### config.mk
export PLATFORM = sky130hd
export DESIGN_NAME = ps2_host_tx
export DESIGN_NICKNAME = d
export VERILOG_FILES = /design/src/rtl/ps2_host_tx_pkg.sv /design/src/rtl/ps2_host_tx_sync_edge.sv /design/src/rtl/ps2_host_tx.sv
export SDC_FILE = /design/constraint.sdc
export NUM_CORES = 1
export LEC_CHECK = 0
export ABC_CLOCK_PERIOD_IN_PS = 3100
export BUFFER_PORTS_ARGS = -buffer_cell sky130_fd_sc_hd__buf_2
export CAP_MARGIN = 20
export CORE_ASPECT_RATIO = 1.1
export CORE_MARGIN = 1
export CORE_UTILIZATION = 30
export CTS_BUF_LIST = sky130_fd_sc_hd__clkbuf_4 sky130_fd_sc_hd__clkbuf_8 sky130_fd_sc_hd__clkbuf_16
export DETAILED_ROUTE_END_ITERATION = 8
export GPL_TIMING_DRIVEN = 1
export SYNTH_ARGS = -nofsm -noshare
export SYNTH_HDL_FRONTEND = slang
export SYNTH_SLANG_ARGS = --single-unit
export TNS_END_PERCENT = 30
### constraint.sdc
create_clock -name CLOCK_50 -period 3.1 [get_ports CLOCK_50]
set_input_delay 0.31 -clock CLOCK_50 [delete_from_list [all_inputs] [get_ports CLOCK_50]]
set_output_delay 0.31 -clock CLOCK_50 [all_outputs]
set_load 0.01 [all_outputs]
### src/rtl/ps2_host_tx_pkg.sv
`default_nettype none
// +----------------------------------------------------------------------------+
// | ps2_host_tx_pkg                                                            |
// | Shared PS/2 host-transmit constants: timing, state codes, command bytes.   |
// | Revision: 1.0                                                              |
// +----------------------------------------------------------------------------+
package ps2_host_tx_pkg;

  // Timing at 50 MHz.
  localparam int c_INHIBIT_CYCLES = 5000;
  localparam int c_START_TIMEOUT  = 750000;
  localparam int c_PACKET_TIMEOUT = 100000;
  localparam int c_TIMER_W        = 20;

  localparam logic [7:0] c_CMD_SET_LEDS = 8'hED;
  localparam logic [7:0] c_CMD_ENABLE   = 8'hF4;
  localparam logic [7:0] c_CMD_RESET    = 8'hFF;

  localparam int         c_STATE_W     = 4;
  localparam logic [3:0] c_ST_IDLE      = 4'd0;
  localparam logic [3:0] c_ST_INHIBIT   = 4'd1;
  localparam logic [3:0] c_ST_START     = 4'd2;
  localparam logic [3:0] c_ST_REQ       = 4'd3;
  localparam logic [3:0] c_ST_SHIFT     = 4'd4;
  localparam logic [3:0] c_ST_ACK       = 4'd5;
  localparam logic [3:0] c_ST_WAIT_IDLE = 4'd6;
  localparam logic [3:0] c_ST_DONE      = 4'd7;
  localparam logic [3:0] c_ST_ERR       = 4'd8;

  // Bits shifted out after the start bit: d0..d7, odd parity, stop.
  function automatic logic [9:0] build_frame(input logic [7:0] b);
    return {1'b1, ~^b, b};
  endfunction

endpackage
`default_nettype wire

### src/rtl/ps2_host_tx_sync_edge.sv
`default_nettype none
// +----------------------------------------------------------------------------+
// | ps2_host_tx_sync_edge                                                      |
// | Two-flop synchronizers for PS/2 CLK/DAT plus CLK falling-edge detect.      |
// | Revision: 1.0                                                              |
// +----------------------------------------------------------------------------+
module ps2_host_tx_sync_edge (
  input  logic clk_i,
  input  logic rst_i,
  input  logic ps2_clk_i,
  input  logic ps2_dat_i,
  output logic clk_sync_o,
  output logic dat_sync_o,
  output logic clk_fall_o
);

  logic clk_meta_q;
  logic clk_sync_q;
  logic clk_prev_q;
  logic dat_meta_q;
  logic dat_sync_q;

  // Reset to the idle (released, pulled-up) level so no false edge appears.
  always_ff @(posedge clk_i or posedge rst_i) begin
    if (rst_i) begin
      clk_meta_q <= 1'b1;
      clk_sync_q <= 1'b1;
      clk_prev_q <= 1'b1;
      dat_meta_q <= 1'b1;
      dat_sync_q <= 1'b1;
    end else begin
      clk_meta_q <= ps2_clk_i;
      clk_sync_q <= clk_meta_q;
      clk_prev_q <= clk_sync_q;
      dat_meta_q <= ps2_dat_i;
      dat_sync_q <= dat_meta_q;
    end
  end

  assign clk_sync_o = clk_sync_q;
  assign dat_sync_o = dat_sync_q;
  assign clk_fall_o = clk_prev_q & ~clk_sync_q;

endmodule
`default_nettype wire

### src/rtl/ps2_host_tx.sv
`default_nettype none
// +----------------------------------------------------------------------------+
// | ps2_host_tx                                                                |
// | PS/2 host-to-device command transmitter with open-drain CLK/DAT drives.    |
// | Revision: 1.0                                                              |
// +----------------------------------------------------------------------------+
module ps2_host_tx
  import ps2_host_tx_pkg::*;
#(
  parameter int INHIBIT_CYCLES = c_INHIBIT_CYCLES,
  parameter int START_TIMEOUT  = c_START_TIMEOUT,
  parameter int PACKET_TIMEOUT = c_PACKET_TIMEOUT
) (
  input  logic       CLOCK_50,
  input  logic       reset,
  input  logic [7:0] cmd_byte,
  input  logic       cmd_valid,
  output logic       cmd_ready,
  input  logic       ps2_clk_in,
  input  logic       ps2_dat_in,
  output logic       clk_drive_low,
  output logic       dat_drive_low,
  output logic       busy,
  output logic       tx_done,
  output logic       tx_error
);

  localparam logic [c_TIMER_W-1:0] c_INHIBIT_LAST = c_TIMER_W'(INHIBIT_CYCLES - 1);
  localparam logic [c_TIMER_W-1:0] c_START_LAST   = c_TIMER_W'(START_TIMEOUT - 1);
  localparam logic [c_TIMER_W-1:0] c_PACKET_LAST  = c_TIMER_W'(PACKET_TIMEOUT - 1);

  logic                 w_clk_sync;
  logic                 w_dat_sync;
  logic                 w_clk_fall;

  logic [c_STATE_W-1:0] state_q, state_d;
  logic [c_TIMER_W-1:0] timer_q, timer_d;
  logic [3:0]           bitcnt_q, bitcnt_d;
  logic [9:0]           shift_q, shift_d;

  ps2_host_tx_sync_edge u_sync (
    .clk_i      (CLOCK_50),
    .rst_i      (reset),
    .ps2_clk_i  (ps2_clk_in),
    .ps2_dat_i  (ps2_dat_in),
    .clk_sync_o (w_clk_sync),
    .dat_sync_o (w_dat_sync),
    .clk_fall_o (w_clk_fall)
  );

  always_ff @(posedge CLOCK_50 or posedge reset) begin
    if (reset) begin
      state_q  <= c_ST_IDLE;
      timer_q  <= '0;
      bitcnt_q <= '0;
      shift_q  <= '0;
    end else begin
      state_q  <= state_d;
      timer_q  <= timer_d;
      bitcnt_q <= bitcnt_d;
      shift_q  <= shift_d;
    end
  end

  always_comb begin
    state_d  = state_q;
    timer_d  = timer_q + 1'b1;
    bitcnt_d = bitcnt_q;
    shift_d  = shift_q;
    case (state_q)
      c_ST_IDLE: begin
        timer_d = '0;
        if (cmd_valid) begin
          shift_d  = build_frame(cmd_byte);
          bitcnt_d = '0;
          state_d  = c_ST_INHIBIT;
        end
      end
      c_ST_INHIBIT: begin
        if (timer_q >= c_INHIBIT_LAST) begin
          timer_d = '0;
          state_d = c_ST_START;
        end
      end
      c_ST_START: begin
        timer_d = '0;
        state_d = c_ST_REQ;
      end
      c_ST_REQ: begin
        // d0 already sits in shift_q[0]; the first fall only starts the packet timer.
        if (w_clk_fall) begin
          timer_d  = '0;
          bitcnt_d = 4'd1;
          state_d  = c_ST_SHIFT;
        end else if (timer_q >= c_START_LAST) begin
          state_d = c_ST_ERR;
        end
      end
      c_ST_SHIFT: begin
        if (timer_q >= c_PACKET_LAST) begin
          state_d = c_ST_ERR;
        end else if (w_clk_fall) begin
          shift_d  = {1'b1, shift_q[9:1]};
          bitcnt_d = bitcnt_q + 4'd1;
          if (bitcnt_q == 4'd9) begin
            state_d = c_ST_ACK;
          end
        end
      end
      c_ST_ACK: begin
        if (timer_q >= c_PACKET_LAST) begin
          state_d = c_ST_ERR;
        end else if (w_clk_fall) begin
          state_d = w_dat_sync ? c_ST_ERR : c_ST_WAIT_IDLE;
        end
      end
      c_ST_WAIT_IDLE: begin
        if (timer_q >= c_PACKET_LAST) begin
          state_d = c_ST_ERR;
        end else if (w_clk_sync && w_dat_sync) begin
          state_d = c_ST_DONE;
        end
      end
      c_ST_DONE, c_ST_ERR: begin
        timer_d = '0;
        state_d = c_ST_IDLE;
      end
      default: begin
        timer_d = '0;
        state_d = c_ST_IDLE;
      end
    endcase
  end

  // Outputs decode straight from state so an async reset releases the bus at once.
  always_comb begin
    cmd_ready     = 1'b0;
    clk_drive_low = 1'b0;
    dat_drive_low = 1'b0;
    tx_done       = 1'b0;
    tx_error      = 1'b0;
    busy          = (state_q != c_ST_IDLE);
    case (state_q)
      c_ST_IDLE:    cmd_ready     = 1'b1;
      c_ST_INHIBIT: clk_drive_low = 1'b1;
      c_ST_START: begin
        clk_drive_low = 1'b1;
        dat_drive_low = 1'b1;
      end
      c_ST_REQ:     dat_drive_low = 1'b1;
      c_ST_SHIFT:   dat_drive_low = ~shift_q[0];
      c_ST_DONE:    tx_done       = 1'b1;
      c_ST_ERR:     tx_error      = 1'b1;
      default:      cmd_ready     = 1'b0;
    endcase
  end

endmodule
`default_nettype wire

== Word level (Yosys, flattened, before mapping) ==
Index checks and enable logic that the tools add are counted.
W data, S select, Z words.
Word-level totals
  flip-flop bits (word level): 43
  bits of input ports: 13
  output and inout port bits: 6
  word-level logic and storage cells: 78
Operators by class
  add/sub/neg operators: 2
  order comparisons: 3
  equal/unequal tests: 19
  mux-type cells: 30
  bitwise logic cells: 3
  reductions and logical operators: 12
Operator list (number)
  $mux W4: 16
  $pmux W20 S3: 1
  $mux W20: 2
  $mux W10: 3
  $pmux W4 S7: 1
  $add A20 B1 Y20 const B: 1
  $ge A20 B13 Y1 const B: 1
  $ge A20 B17 Y1 const B: 1
  $ge A20 B20 Y1 const B: 1
  $pmux W10 S2: 1
  $eq A4 B3 Y1 const B: 4
  $pmux W4 S3: 1
  $ne A3 B2 Y1 const B: 3
  $eq A4 B2 Y1 const B: 2
  $eq A4 B4 Y1 const B: 2
  $reduce_xnor A8 Y1: 1
  $reduce_and A7 Y1: 1
  $ne A2 B2 Y1 const B: 3
  $ne A3 B3 Y1 const B: 2
  $reduce_and A5 Y1: 1
  $add A4 B1 Y4 const B: 1
  $eq A4 B1 Y1 const B: 1
  $logic_not A4 Y1: 1
  $mux W1: 4
  other kinds (11): 14

== Logic depth before layout (Yosys ltp) ==
  depth in word-level cells: 5
  gate-level depth with buffers: 9
  depth with buffers taken out: 8

== Modules after synthesis ==
From an unflattened synthesis, not the netlist that was laid out.
Unflattened totals
  cell total of the unflattened synthesis: 265
  area total of the unflattened synthesis: 2543.7 um^2
By module, submodules not included
  ps2_host_tx: times used 1, cells each 258, area an instance 2394.8 um^2, sequential area each 950.9 um^2
  ps2_host_tx_sync_edge: times used 1, cells each 7, area an instance 148.9 um^2, sequential area each 131.4 um^2

== Worst setup path before layout ==
No wires, ideal clock.
  path type: flip-flop to flip-flop
  from: reg timer_q[0]
  to: reg bitcnt_q[0]
  library setup time: 0.125 ns
  data arrival time: 2.004 ns
  required time: 2.975 ns
  setup slack: 0.972 ns
  cell stages (with the launch flop): 8
  path buffers: 0
  period minus slack after synthesis: 2.128 ns
  cells stage by stage: dfrtp_1 > ha_1 > nand3_1 > nor4_4 > o31ai_2 > nor2_1 > nor2_1 > mux2_2
Between the ends
  longest elaborated chain between the ends: 3
Ends and longest elaborated chain
  start: declaration: line ps2_host_tx.sv:37  | logic [c_TIMER_W-1:0] timer_q, timer_d;
  start signal: assignment: line ps2_host_tx.sv:59  | timer_q <= timer_d;
  $ge A20 B17 Y1: line ps2_host_tx.sv:100  | if (timer_q >= c_PACKET_LAST) begin
  $ne A2 B2 Y1 (no line)
  $reduce_and A5 Y1 (no line)
  end signal: assignment: line ps2_host_tx.sv:60  | bitcnt_q <= bitcnt_d;
  end: declaration: line ps2_host_tx.sv:38  | logic [3:0] bitcnt_q, bitcnt_d;
No other way between the ends.
A chain may end at the register's enable or synchronous reset.

== Final worst setup path ==
  from: reg timer_q[0]
  to: reg shift_q[6]
Between the ends
  longest elaborated chain between the ends: 3
Ends and longest elaborated chain
  $ge A20 B17 Y1: line ps2_host_tx.sv:100
  $ne A2 B2 Y1 (no line)
  $reduce_and A4 Y1 (no line)
  end signal: assignment: line ps2_host_tx.sv:61  | shift_q <= shift_d;
  end: declaration: line ps2_host_tx.sv:39  | logic [9:0] shift_q, shift_d;
No other way between the ends.

==> metrics.md <==
| Metric | Value |
|---|---|
| Result of the run | `completed` |
| Post-synthesis net count | `292` |
| Static Leak | `~1.1 nW` |
| Total grt overflow | `0` |
| Slew at the pin with the worst max-slew slack | `930.2 ps` |
| Routed length per instance | `12.52 um` |
| Antenna violations before repair | `0` |
| Startpoint type of the worst setup path | `flop` |
| Routed via count divided by cell count | `about 4.9` |
| Number of buffers inserted during clock tree synthesis | `5` |
| Max-cap violations | `0` |
| Highest-count cells in the layout ignoring fill and taps | `sky130_fd_sc_hd__nor2_1 (52), sky130_fd_sc_hd__dfrtp_1 (38), sky130_fd_sc_hd__nand2_1 (35)` |
| Warning count from the yosys run | `0` |
| Leading cell type in the layout, fill and taps excluded | `sky130_fd_sc_hd__nor2_1` |
| Initial Util | `0.3168` |
| Post-layout minimum cycle time | `2606 ps` |
| Count of routing violations after the opening detailed-route iteration | `approximately 130` |
| Cts hold-fix bufs | `0` |
| Area of all placed cells without fillers | `around 0.0027 sq mm` |
| Post-synthesis instance area | `0.002420 sq mm` |
| Count of buffer and inverter cells on the critical path | `0` |
| Data required time of the critical path | `3330 ps` |
| Root cell of the clock tree | `sky130_fd_sc_hd__clkbuf_8` |
| Sinks on Clock Net | `43` |
| Worst slew slack as a fraction of its limit | `0.3792` |
| Total wire length | `just over 5 mm` |
| Mapped Cells | `276` |
| Worst-case hold slack | `92.45 ps` |
| Overall Global Routing Usage | `0.1321` |
| Path class of the lowest-slack min-delay path | `input pin to flop` |
| Design Power | `1.901 mW` |
| CP Capture Type | `flop` |
| Synth Flop Type | `sky130_fd_sc_hd__dfrtp_1` |
| Critical path arrival | `2830 ps` |
| Clock latency at the later pin of the worst-skew pair | `300 ps` |
| Average size of a mapped cell | `approximately 9 sq um` |
| Maximum clock path buffer count | `2` |
| Vias in the first global route | `1,853` |
| Largest delay contributor family on the critical path | `compound AO/OA/AOI/OAI gates` |
| Floorplan Core Area | `0.007639 sq mm` |
| First-pass GRT wire length | `8.583 mm` |
| Max H-tree Level | `2` |
| Peak ir drop on the vdd network | `0.2402 mV` |
| Final cycle utilization of the critical path | `0.8406` |
| Antenna Cells | `0` |
| Number of flip-flops and latches in the synthesized netlist | `43` |
| Share of post-route cells with drive strength above 1 | `0.1481` |
| Number of fill cells in the layout | `783` |
| Final setup skew | `8.203 ps` |
| Fraction of registers with async set/reset | `1.000` |
| Number of distinct library cells after synthesis | `47` |
| Critical path fanouts, max | `19` |
| Slew Viols, Final | `0` |
| Final ANT Viol Nets | `0` |
| Final core utilization | `0.3554` |
| Accumulated negative setup slack | `0 ps` |
| Critical path cell sequence | `ha_1, nand3_1, nor4_4, o31ai_2, a32o_1, nor2_1, a31oi_1` |
| CTS clk-pin slew, worst paths | `90 ps` |
| Total I/O pin count | `19` |
| Net count, final | `312` |
| Final hold violation count | `0` |
| Max Fclk | `about 380 MHz` |
| Unrepaired setup endpoints after global routing | `false` |
| DRC violation count after routing | `0` |
| Number of cell rows | `33` |
| Pin count of the biggest net entering global routing | `25` |
| Width of the die | `approximately 88 um` |
| Post-DP Area | `0.002623 sq mm` |
| Critical path type | `flop to flop` |
| Half-perimeter wire length after placement | `3.710 mm` |
| Max stage delay on crit path | `670 ps` |
| Full die area | `between 0.008 and 0.009 sq mm` |
| Critical-path top delay cell | `sky130_fd_sc_hd__a32o_1` |
| Setup-violating endpoint count in the final report | `0` |
| Port Buf Inserts | `18` |
| Overall via count from detail_route | `1,951` |
| Sequential share of the synthesized area | `0.4473` |
| Die Span Y | `96.20 um` |
| DRT Pass-1 Iters | `4` |
| Power per Cell Area | `~700 mW/mm^2` |
| Buffers inserted during post-CTS setup optimization | `0` |
| Final estimated routing congestion in global placement | `around 0.81` |
| Number of enable-type register cells in the synthesized netlist | `0` |
| CTS tree | `built` |
| Area growth from synthesis to layout | `12.20%` |
| Number of resized instances in the post-cts repair step | `0` |
-- Yosys cell counts, types with 2 or more instances --
master                     instances  area (sq um)
sky130_fd_sc_hd__clkbuf_1          8         30.03
sky130_fd_sc_hd__a21oi_1          12         60.06
sky130_fd_sc_hd__nor3b_1           2         15.01
sky130_fd_sc_hd__nand2b_1          8         50.05
sky130_fd_sc_hd__inv_1             9         33.78
sky130_fd_sc_hd__and3_1            3         18.77
sky130_fd_sc_hd__a31oi_1           8         50.05
sky130_fd_sc_hd__ha_1              3         37.54
sky130_fd_sc_hd__nor2_1           52         195.2
sky130_fd_sc_hd__xor2_1            8         70.07
sky130_fd_sc_hd__nand3b_1          2         15.01
sky130_fd_sc_hd__nor3_1            4         20.02
sky130_fd_sc_hd__nor4_1            2         12.51
sky130_fd_sc_hd__nand4_1           4         25.02
sky130_fd_sc_hd__or3_1             2         12.51
sky130_fd_sc_hd__nor2b_1           3         18.77
sky130_fd_sc_hd__nand2_1          35         131.4
sky130_fd_sc_hd__nor4b_1           2         17.52
sky130_fd_sc_hd__o21ai_0           9         45.04
sky130_fd_sc_hd__mux2_2            2         22.52
sky130_fd_sc_hd__buf_6             3         33.78
sky130_fd_sc_hd__dfstp_2           5         131.4
sky130_fd_sc_hd__xnor2_1          17         148.9
sky130_fd_sc_hd__nand3_1          13         65.06
sky130_fd_sc_hd__dfrtp_1          38         950.9
-- final timing paths --
kind	from	slack, ps	endpoint	depth (start not counted)
worst min register to register	u_sync.dat_meta_q	360	u_sync.dat_sync_o	0
max in group asynchronous	reset	2170	bitcnt_q[3]	3
min in group asynchronous	reset	200	timer_q[3]	2
worst min-delay path	ps2_clk_in	90	u_sync.clk_meta_q	1
worst max-delay path	timer_q[0]	490	shift_q[6]	7
worst max register to register	timer_q[0]	490	shift_q[6]	7
-- power breakdown --
group	internal, mW	total, mW	switching (mW)
clock network	0.161	0.374	0.213
logic	0.286	0.739	0.452
registers	0.667	0.788	0.121
-- worst reg2reg max path, stage by stage (launching register included) --
cell,delay [ps]
sky130_fd_sc_hd__dfrtp_1,420
sky130_fd_sc_hd__ha_1,250
sky130_fd_sc_hd__nand3_1,260
sky130_fd_sc_hd__nor4_4,90
sky130_fd_sc_hd__o31ai_2,580
sky130_fd_sc_hd__a32o_1,670
sky130_fd_sc_hd__nor2_1,100
sky130_fd_sc_hd__a31oi_1,170
-- cells by family (layout without fill, tap and decap cells) --
logic type / count (synthesis) / after routing / synth area share
AND/OR/NAND/NOR: 139 / 139 / 0.2771
XOR/XNOR: 25 / 25 / 0.09049
flip-flops: 43 / 43 / 0.4473
multiplexers: 3 / 3 / 0.01344
adder cells (fa/ha/maj): 3 / 3 / 0.01551
buffers and inverters: 20 / 41 / 0.04033
AO/OA/AOI/OAI: 43 / 43 / 0.1158
-- area by class of cell --
class | count | area (sq um) | share of cell area
multi-input combinational | 213 | 1240 | 0.4567
sequential | 43 | 1082 | 0.3986
timing repair buffer | 24 | 135.1 | 0.04977
tap | 105 | 131.4 | 0.04839
clock buffer | 5 | 68.82 | 0.02535
inverter | 9 | 33.78 | 0.01244
clock inverter | 3 | 23.77 | 0.008756
-- state kept, by name, indices dropped and copies added (netlist names) --
name               flops
u_sync.clk_sync_o      1
shift_q               10
u_sync.dat_meta_q      1
bitcnt_q               4
timer_q               20
u_sync.clk_meta_q      1
u_sync.clk_prev_q      1
state_q                4
u_sync.dat_sync_o      1
-- per-stage QoR --
stage	setup WS, ps	std cells
6_report	494.3	402
5_1_grt	285.7	402
4_1_cts	474.6	402
3_5_place_dp	498.1	394
3_3_place_gp	640.2	394
2_1_floorplan	971.5	276
-- routing by layer --
metal  vias to the layer above  share of wire  GRT usage
li1                        982              -          -
met2                        26           0.48     0.2135
met1                       936           0.47     0.1693
met5                         -              0          0
met4                         0          0.019    0.05874
met3                         7          0.028    0.02916
(Power assumes the default switching activity.)
